==> config.mk <==
export PLATFORM = sky130hd
export DESIGN_NAME = rvm_adder_seq
export DESIGN_NICKNAME = d
export VERILOG_FILES = /design/src/rtl/rvm_adder_seq_pkg.sv /design/src/rtl/rvm_adder_slice.sv /design/src/rtl/rvm_adder_seq.sv
export SDC_FILE = /design/constraint.sdc
export NUM_CORES = 1
export LEC_CHECK = 0
export CELL_PAD_IN_SITES_DETAIL_PLACEMENT = 1
export CELL_PAD_IN_SITES_GLOBAL_PLACEMENT = 2
export CORE_MARGIN = 3
export CORE_UTILIZATION = 34
export DETAILED_ROUTE_END_ITERATION = 10
export PLACE_DENSITY_LB_ADDON = 0.08
export SLEW_MARGIN = 20
export SYNTH_ARGS = -nofsm -noshare
export SYNTH_HDL_FRONTEND = slang
export SYNTH_HIERARCHICAL = 1
export SYNTH_SLANG_ARGS = --single-unit
==> constraint.sdc <==
create_clock -name clk -period 4 [get_ports clk]
set_input_delay 0.8 -clock clk [delete_from_list [all_inputs] [get_ports clk]]
set_output_delay 0.8 -clock clk [all_outputs]
set_load 0.01 [all_outputs]
==> src/rtl/rvm_adder_seq_pkg.sv <==
// Op codes and FSM state encodings shared by the sequential add/subtract unit
// and anything that drives it.
`default_nettype none

package rvm_adder_seq_pkg;

  localparam logic [2:0] RVM_ARITH_NOP = 3'd0;
  localparam logic [2:0] RVM_ARITH_ADD = 3'd1;
  localparam logic [2:0] RVM_ARITH_SUB = 3'd2;

  typedef enum logic [1:0] {
    RVM_ADDSEQ_IDLE = 2'd0,
    RVM_ADDSEQ_BUSY = 2'd1,
    RVM_ADDSEQ_DONE = 2'd2
  } addseq_state_e;

  function automatic logic is_arith_op(input logic [2:0] op);
    return (op == RVM_ARITH_ADD) || (op == RVM_ARITH_SUB);
  endfunction

endpackage

`default_nettype wire

==> src/rtl/rvm_adder_slice.sv <==
// Combinational CHUNK-bit adder slice: sum, carry-out and the carry into the
// top bit (needed for signed overflow of the full-width operation).
`default_nettype none

module rvm_adder_slice #(
  parameter int CHUNK = 8
) (
  input  logic [CHUNK-1:0] a,
  input  logic [CHUNK-1:0] b,
  input  logic             cin,
  output logic [CHUNK-1:0] sum,
  output logic             cout,
  output logic             c_top
);

  logic [CHUNK:0] w_total;

  assign w_total = {1'b0, a} + {1'b0, b} + {{CHUNK{1'b0}}, cin};
  assign sum     = w_total[CHUNK-1:0];
  assign cout    = w_total[CHUNK];
  // Carry into the MSB is recovered from the MSB sum bit and its two inputs.
  assign c_top   = a[CHUNK-1] ^ b[CHUNK-1] ^ w_total[CHUNK-1];

endmodule

`default_nettype wire

==> src/rtl/rvm_adder_seq.sv <==
// Multi-cycle add/subtract unit, CHUNK bits per cycle LSB first, with eq/lt/ltu
// compare flags. Define RVM_ADDER_OVERFLOW_EN to expose the `overflow` port.
`default_nettype none

module rvm_adder_seq
  import rvm_adder_seq_pkg::*;
#(
  parameter int XLEN  = 32,
  parameter int CHUNK = 8
) (
  input  logic            clk,
  input  logic            resetn,
  input  logic            flush,
  input  logic            in_valid,
  output logic            in_ready,
  input  logic [2:0]      op,
  input  logic [XLEN-1:0] lhs,
  input  logic [XLEN-1:0] rhs,
  output logic            out_valid,
  input  logic            out_ready,
  output logic [XLEN:0]   result,
  output logic            eq,
  output logic            lt,
  output logic            ltu
`ifdef RVM_ADDER_OVERFLOW_EN
  ,
  output logic            overflow
`endif
);

  localparam int NCHUNK = XLEN / CHUNK;
  localparam int CNT_W  = (NCHUNK > 1) ? $clog2(NCHUNK) : 1;

  if (XLEN % CHUNK != 0) begin : g_chunk_check
    $error("rvm_adder_seq: XLEN must be a multiple of CHUNK");
  end

  addseq_state_e     state_q, state_d;
  logic [2:0]        op_q, op_d;
  logic [XLEN-1:0]   lhs_q, lhs_d;
  logic [XLEN-1:0]   rhs_q, rhs_d;
  logic              carry_q, carry_d;
  logic [CNT_W-1:0]  cnt_q, cnt_d;
  logic [XLEN:0]     result_q, result_d;
  logic              eq_q, eq_d;
  logic              lt_q, lt_d;
  logic              ltu_q, ltu_d;
  logic              ovf_q, ovf_d;
  logic              out_valid_q, out_valid_d;

  logic                  w_is_sub;
  logic                  w_last;
  logic [CHUNK-1:0]      w_b;
  logic [CHUNK-1:0]      w_sum;
  logic                  w_cout;
  logic                  w_c_top;
  logic [XLEN+CHUNK-1:0] w_shift;

  assign w_is_sub = (op_q == RVM_ARITH_SUB);
  assign w_last   = (cnt_q == CNT_W'(NCHUNK - 1));
  assign w_b      = w_is_sub ? ~rhs_q[CHUNK-1:0] : rhs_q[CHUNK-1:0];
  // Operands shift right each cycle; finished chunks enter the result from the top.
  assign w_shift  = {w_sum, result_q[XLEN-1:0]} >> CHUNK;

  rvm_adder_slice #(
    .CHUNK (CHUNK)
  ) u_slice (
    .a     (lhs_q[CHUNK-1:0]),
    .b     (w_b),
    .cin   (carry_q),
    .sum   (w_sum),
    .cout  (w_cout),
    .c_top (w_c_top)
  );

  always_comb begin
    state_d     = state_q;
    op_d        = op_q;
    lhs_d       = lhs_q;
    rhs_d       = rhs_q;
    carry_d     = carry_q;
    cnt_d       = cnt_q;
    result_d    = result_q;
    eq_d        = eq_q;
    lt_d        = lt_q;
    ltu_d       = ltu_q;
    ovf_d       = ovf_q;
    out_valid_d = out_valid_q;

    case (state_q)
      RVM_ADDSEQ_IDLE: begin
        if (in_valid && is_arith_op(op)) begin
          state_d  = RVM_ADDSEQ_BUSY;
          op_d     = op;
          lhs_d    = lhs;
          rhs_d    = rhs;
          carry_d  = (op == RVM_ARITH_SUB);
          cnt_d    = '0;
          result_d = '0;
          eq_d     = 1'b0;
          lt_d     = 1'b0;
          ltu_d    = 1'b0;
          ovf_d    = 1'b0;
        end
      end
      RVM_ADDSEQ_BUSY: begin
        lhs_d                = lhs_q >> CHUNK;
        rhs_d                = rhs_q >> CHUNK;
        result_d[XLEN-1:0]   = w_shift[XLEN-1:0];
        carry_d              = w_cout;
        cnt_d                = cnt_q + CNT_W'(1);
        if (w_last) begin
          state_d        = RVM_ADDSEQ_DONE;
          result_d[XLEN] = w_is_sub ? ~w_cout : w_cout;
          ovf_d          = w_cout ^ w_c_top;
        end
      end
      RVM_ADDSEQ_DONE: begin
        if (!out_valid_q) begin
          out_valid_d = 1'b1;
          eq_d        = w_is_sub && (result_q[XLEN-1:0] == '0);
          ltu_d       = w_is_sub && result_q[XLEN];
          lt_d        = w_is_sub && (result_q[XLEN-1] ^ ovf_q);
        end else if (out_ready) begin
          state_d     = RVM_ADDSEQ_IDLE;
          out_valid_d = 1'b0;
        end
      end
      default: state_d = RVM_ADDSEQ_IDLE;
    endcase

    if (flush) begin
      state_d     = RVM_ADDSEQ_IDLE;
      out_valid_d = 1'b0;
      carry_d     = 1'b0;
      cnt_d       = '0;
      result_d    = '0;
      eq_d        = 1'b0;
      lt_d        = 1'b0;
      ltu_d       = 1'b0;
      ovf_d       = 1'b0;
    end
  end

  always_ff @(posedge clk or negedge resetn) begin
    if (!resetn) begin
      state_q     <= RVM_ADDSEQ_IDLE;
      op_q        <= RVM_ARITH_NOP;
      lhs_q       <= '0;
      rhs_q       <= '0;
      carry_q     <= 1'b0;
      cnt_q       <= '0;
      result_q    <= '0;
      eq_q        <= 1'b0;
      lt_q        <= 1'b0;
      ltu_q       <= 1'b0;
      ovf_q       <= 1'b0;
      out_valid_q <= 1'b0;
    end else begin
      state_q     <= state_d;
      op_q        <= op_d;
      lhs_q       <= lhs_d;
      rhs_q       <= rhs_d;
      carry_q     <= carry_d;
      cnt_q       <= cnt_d;
      result_q    <= result_d;
      eq_q        <= eq_d;
      lt_q        <= lt_d;
      ltu_q       <= ltu_d;
      ovf_q       <= ovf_d;
      out_valid_q <= out_valid_d;
    end
  end

  assign in_ready  = (state_q == RVM_ADDSEQ_IDLE);
  assign out_valid = out_valid_q;
  assign result    = result_q;
  assign eq        = eq_q;
  assign lt        = lt_q;
  assign ltu       = ltu_q;
`ifdef RVM_ADDER_OVERFLOW_EN
  assign overflow  = ovf_q;
`endif

endmodule

`default_nettype wire

==> flow_summary.json <==
{
  "status": "completed",
  "gp_congestion": 0.7271,
  "area_growth_syn_to_layout_pct": 29.74,
  "crit_end": "ovf_q",
  "synth_seq_cells": 110,
  "clock_sinks": 110,
  "routed_wirelength_um": 13440,
  "htree_levels": 3,
  "postSynthAreaPerCell_sq_um": 9.595,
  "cts_buffers": 9,
  "report.final.slew_viol_count": 0,
  "postCtsHoldBufs": 0,
  "leakage_nw": 3.031,
  "place.detailed.instances": 800,
  "drv_cap": 0,
  "maximum_number_of_pins_on_one_net_before_global_route_repair": 62,
  "vias": 4190,
  "clk_path_buf_depth": 2,
  "synthesized_instance_count": 534,
  "report.power.total_mw": 3.452,
  "ff2ff_setup_slack_ns": 0.97,
  "final_nets": 709,
  "io-pin-count": 110,
  "first_global_vias": 4394,
  "pwr-share-comb_pct": 29.6,
  "clock_tree.root_cell": "sky130_fd_sc_hd__clkbuf_16",
  "fin_worst_hold_slack_ns": 0.4639,
  "source_to_sink_clock_delay_at_the_later_pin_of_the_worst_skew_pair_ns": 0.35,
  "layout_min_cycle_time_ns": 3.031,
  "grt-ovfl-total": 0,
  "die_area_sq_mm": 0.01658,
  "initialDrtViolationCount": 234,
  "hold_violations": 0,
  "core_sq_mm": 0.01464,
  "postSynthNetCount": 616,
  "timing.final.setup_violations": 0,
  "final_layout_size_suffix_gt1_share_pct": 6.171,
  "pd_cells_mw_per_mm2": 519.3,
  "power.net_switching_mw": 1.106,
  "grt_setup_unrepaired": "no",
  "wire_per_inst_um": 16.46,
  "layout.cells.most_common_list": "140 x sky130_fd_sc_hd__nand2_1, 116 x sky130_fd_sc_hd__nand3_1, 110 x sky130_fd_sc_hd__dfrtp_1",
  "port-buffer-count": 109,
  "drt_first_pass_iters": 6,
  "critPathKind": "reg2reg",
  "detail_route.drc_violations": 0,
  "reg2reg_to": "ovf_q",
  "postCtsResizedCells": 0,
  "timing.clock.skew_ns": 0.009080,
  "critical_path.startpoint_type": "flip-flop",
  "critical_path.startpoint": "op_q[0]",
  "worst_case_setup_slack_after_placement_ns": 0.8314,
  "post-dp-hpwl_um": 9332,
  "fmax_ghz": 0.3299,
  "yosysSeqAreaShare_pct": 53.72,
  "antenna_found_initial": 0,
  "worst_setup_path_end_kind": "flip-flop",
  "grt_first_pass_wirelength_um": 22580,
  "ys_types": 41,
  "p_sw_share_pct": 32.04,
  "worst-endpoint-required_ns": 4.23,
  "layout_worst_path_cycle_share_pct": 75.78,
  "routed_vias_inst": 5.135,
  "number_of_warnings_issued_by_yosys": 6,
  "power.share.sequential_pct": 42.4,
  "layout_commonest_cell": "sky130_fd_sc_hd__nand2_1",
  "initial_core_util_pct": 34.99,
  "worstReg2RegStart": "op_q[0]",
  "cp.arrival_ns": 3.26,
  "fin_setup_tns_ns": 0,
  "power.internal_mw": 2.346,
  "n_antenna_cell": 0,
  "number_of_buffers_inserted_by_post_cts_setup_repair": 0,
  "irDropWorstVdd_uv": 257.8,
  "critical_path_peak_fanout": 10,
  "timing.final.ws_setup_ns": 0.9688,
  "mapped_area_sq_mm": 0.005124,
  "worstHoldPathType": "in2async",
  "rows": 44,
  "detail-route-antenna-nets": 0,
  "dieHeight_um": 128.8,
  "tightestPinTransition_ns": 0.9899,
  "tritoncts": "yes",
  "pwr-share-clk_pct": 28.0,
  "clkTransAtPathRegs_ns": 0.07,
  "globalRouteTotalUtil_pct": 16.96,
  "ff_to_ff_path_depth": 12,
  "max-slew-margin-rel_pct": 33.77,
  "final_cell_count_no_fill": 816,
  "die_width_um": 128.8
}
[synth_stat cells]
master,n,area [sq um]
sky130_fd_sc_hd__nand4_1,2,12.51
sky130_fd_sc_hd__o21bai_1,1,7.510
sky130_fd_sc_hd__fa_1,2,40.04
sky130_fd_sc_hd__nor4b_1,2,17.52
sky130_fd_sc_hd__o31ai_1,1,7.510
sky130_fd_sc_hd__a31oi_1,1,6.260
sky130_fd_sc_hd__inv_1,6,22.52
sky130_fd_sc_hd__mux2_2,3,33.78
sky130_fd_sc_hd__a311oi_4,1,26.28
sky130_fd_sc_hd__a21o_1,1,7.510
sky130_fd_sc_hd__and2_1,1,6.260
sky130_fd_sc_hd__a21oi_1,8,40.04
sky130_fd_sc_hd__o21ai_1,2,10.01
sky130_fd_sc_hd__clkbuf_1,11,41.29
sky130_fd_sc_hd__nor4_1,8,50.05
sky130_fd_sc_hd__buf_1,6,22.52
sky130_fd_sc_hd__a221oi_1,1,8.760
sky130_fd_sc_hd__nor3_1,4,20.02
sky130_fd_sc_hd__nand2_1,141,529.3
sky130_fd_sc_hd__o21ai_0,3,15.01
sky130_fd_sc_hd__xor2_1,12,105.1
sky130_fd_sc_hd__xnor2_1,4,35.03
sky130_fd_sc_hd__nor2b_1,4,25.02
sky130_fd_sc_hd__xor2_2,1,16.27
sky130_fd_sc_hd__dfrtp_1,110,2753
sky130_fd_sc_hd__nand2b_1,2,12.51
sky130_fd_sc_hd__a21oi_2,1,8.760
sky130_fd_sc_hd__nor3b_1,3,22.52
sky130_fd_sc_hd__buf_4,1,7.510
sky130_fd_sc_hd__nand3_1,116,580.6
sky130_fd_sc_hd__and2_0,1,6.260
sky130_fd_sc_hd__or2b_1,1,7.510
sky130_fd_sc_hd__a211oi_2,1,12.51
sky130_fd_sc_hd__ha_1,8,100.1
sky130_fd_sc_hd__buf_6,8,90.09
sky130_fd_sc_hd__or4_1,1,7.510
sky130_fd_sc_hd__nor2_1,8,30.03
sky130_fd_sc_hd__nor3_2,1,10.01
sky130_fd_sc_hd__mux2i_1,3,30.03
sky130_fd_sc_hd__a22o_1,33,289.0
sky130_fd_sc_hd__buf_2,10,50.05
[flip-flops by register name (all words and copies together), names as in the netlist]
name,cells
carry_q,1
cnt_q,2
eq,1
lhs_q,32
lt,1
ltu,1
op_q,3
out_valid,1
ovf_q,1
result,33
rhs_q,32
state_q,2
[worst max-delay path, stage by stage, from the launching register on]
cell and delay [ns]:
sky130_fd_sc_hd__dfrtp_1 0.38, sky130_fd_sc_hd__nor3b_1 0.20, sky130_fd_sc_hd__buf_4 0.24, sky130_fd_sc_hd__xor2_1 0.12
sky130_fd_sc_hd__fa_1 0.48, sky130_fd_sc_hd__fa_1 0.43, sky130_fd_sc_hd__a21oi_1 0.18, sky130_fd_sc_hd__nor2b_1 0.09
sky130_fd_sc_hd__a31oi_1 0.25, sky130_fd_sc_hd__o21ai_1 0.20, sky130_fd_sc_hd__xor2_1 0.19, sky130_fd_sc_hd__nand3_1 0.10
sky130_fd_sc_hd__o21ai_0 0.08
[cells by family after synthesis]
logic type / after synthesis / synth area share (%)
muxes: 6 / 1.245
AOI/OAI and AO/OA: 54 / 8.572
DFF: 110 / 53.72
xor gates and xnor gates: 17 / 3.053
and+or+nand+nor: 295 / 26.11
adders and majority gates: 10 / 2.735
buffers and inverters: 42 / 4.567
[layer usage]
metal	up-vias	track usage, %	wire [um]
li1	2024	-	-
met1	2077	24.31	6550
met2	77	26.68	6250
met3	12	2.491	464
met4	0	5.188	170
met5	-	0	0
[power by group through the flow]
| stage | clock [mW] | combinational [mW] | sequential (mW) |
|---|---|---|---|
| finish | 0.966 | 1.02 | 1.46 |
| global placement | 0 | 1.00 | 1.48 |
| global route | 1.04 | 1.17 | 1.49 |
| detailed placement | 0 | 1.03 | 1.49 |
| CTS | 0.993 | 1.04 | 1.47 |
| floorplan | 0 | 0.735 | 1.44 |
[cell type report]
type                            instances  area, sq um
Clock buffer                            9        225.2
Multi-Input combinational cell        382         2153
Inverter                                6        22.52
Clock inverter                          7        95.09
Fill cell                            1655         7996
Tap cell                              184        230.2
Sequential cell                       110         2753
Timing Repair Buffer                  118         1169
[worst min-delay path by stage]
stage | slack (ns) | cells past startpoint | to
2_1_floorplan | 0.45 | 2 | op_q[0]
3_3_place_gp | 0.46 | 2 | rhs_q[21]
3_5_place_dp | 0.47 | 2 | lhs_q[11]
4_1_cts | 0.49 | 1 | result[5]
5_1_grt | 0.51 | 1 | result[5]
6_report | 0.46 | 1 | result[5]
[metrics by stage]
stage               area (sq um)  util, %
detailed placement          6327    43.21
CTS                         6648    45.39
global route                6648    45.39
global placement            6327    43.21
finish                      6648    45.39
floorplan                   5124        -
(Power assumes the default switching activity.)
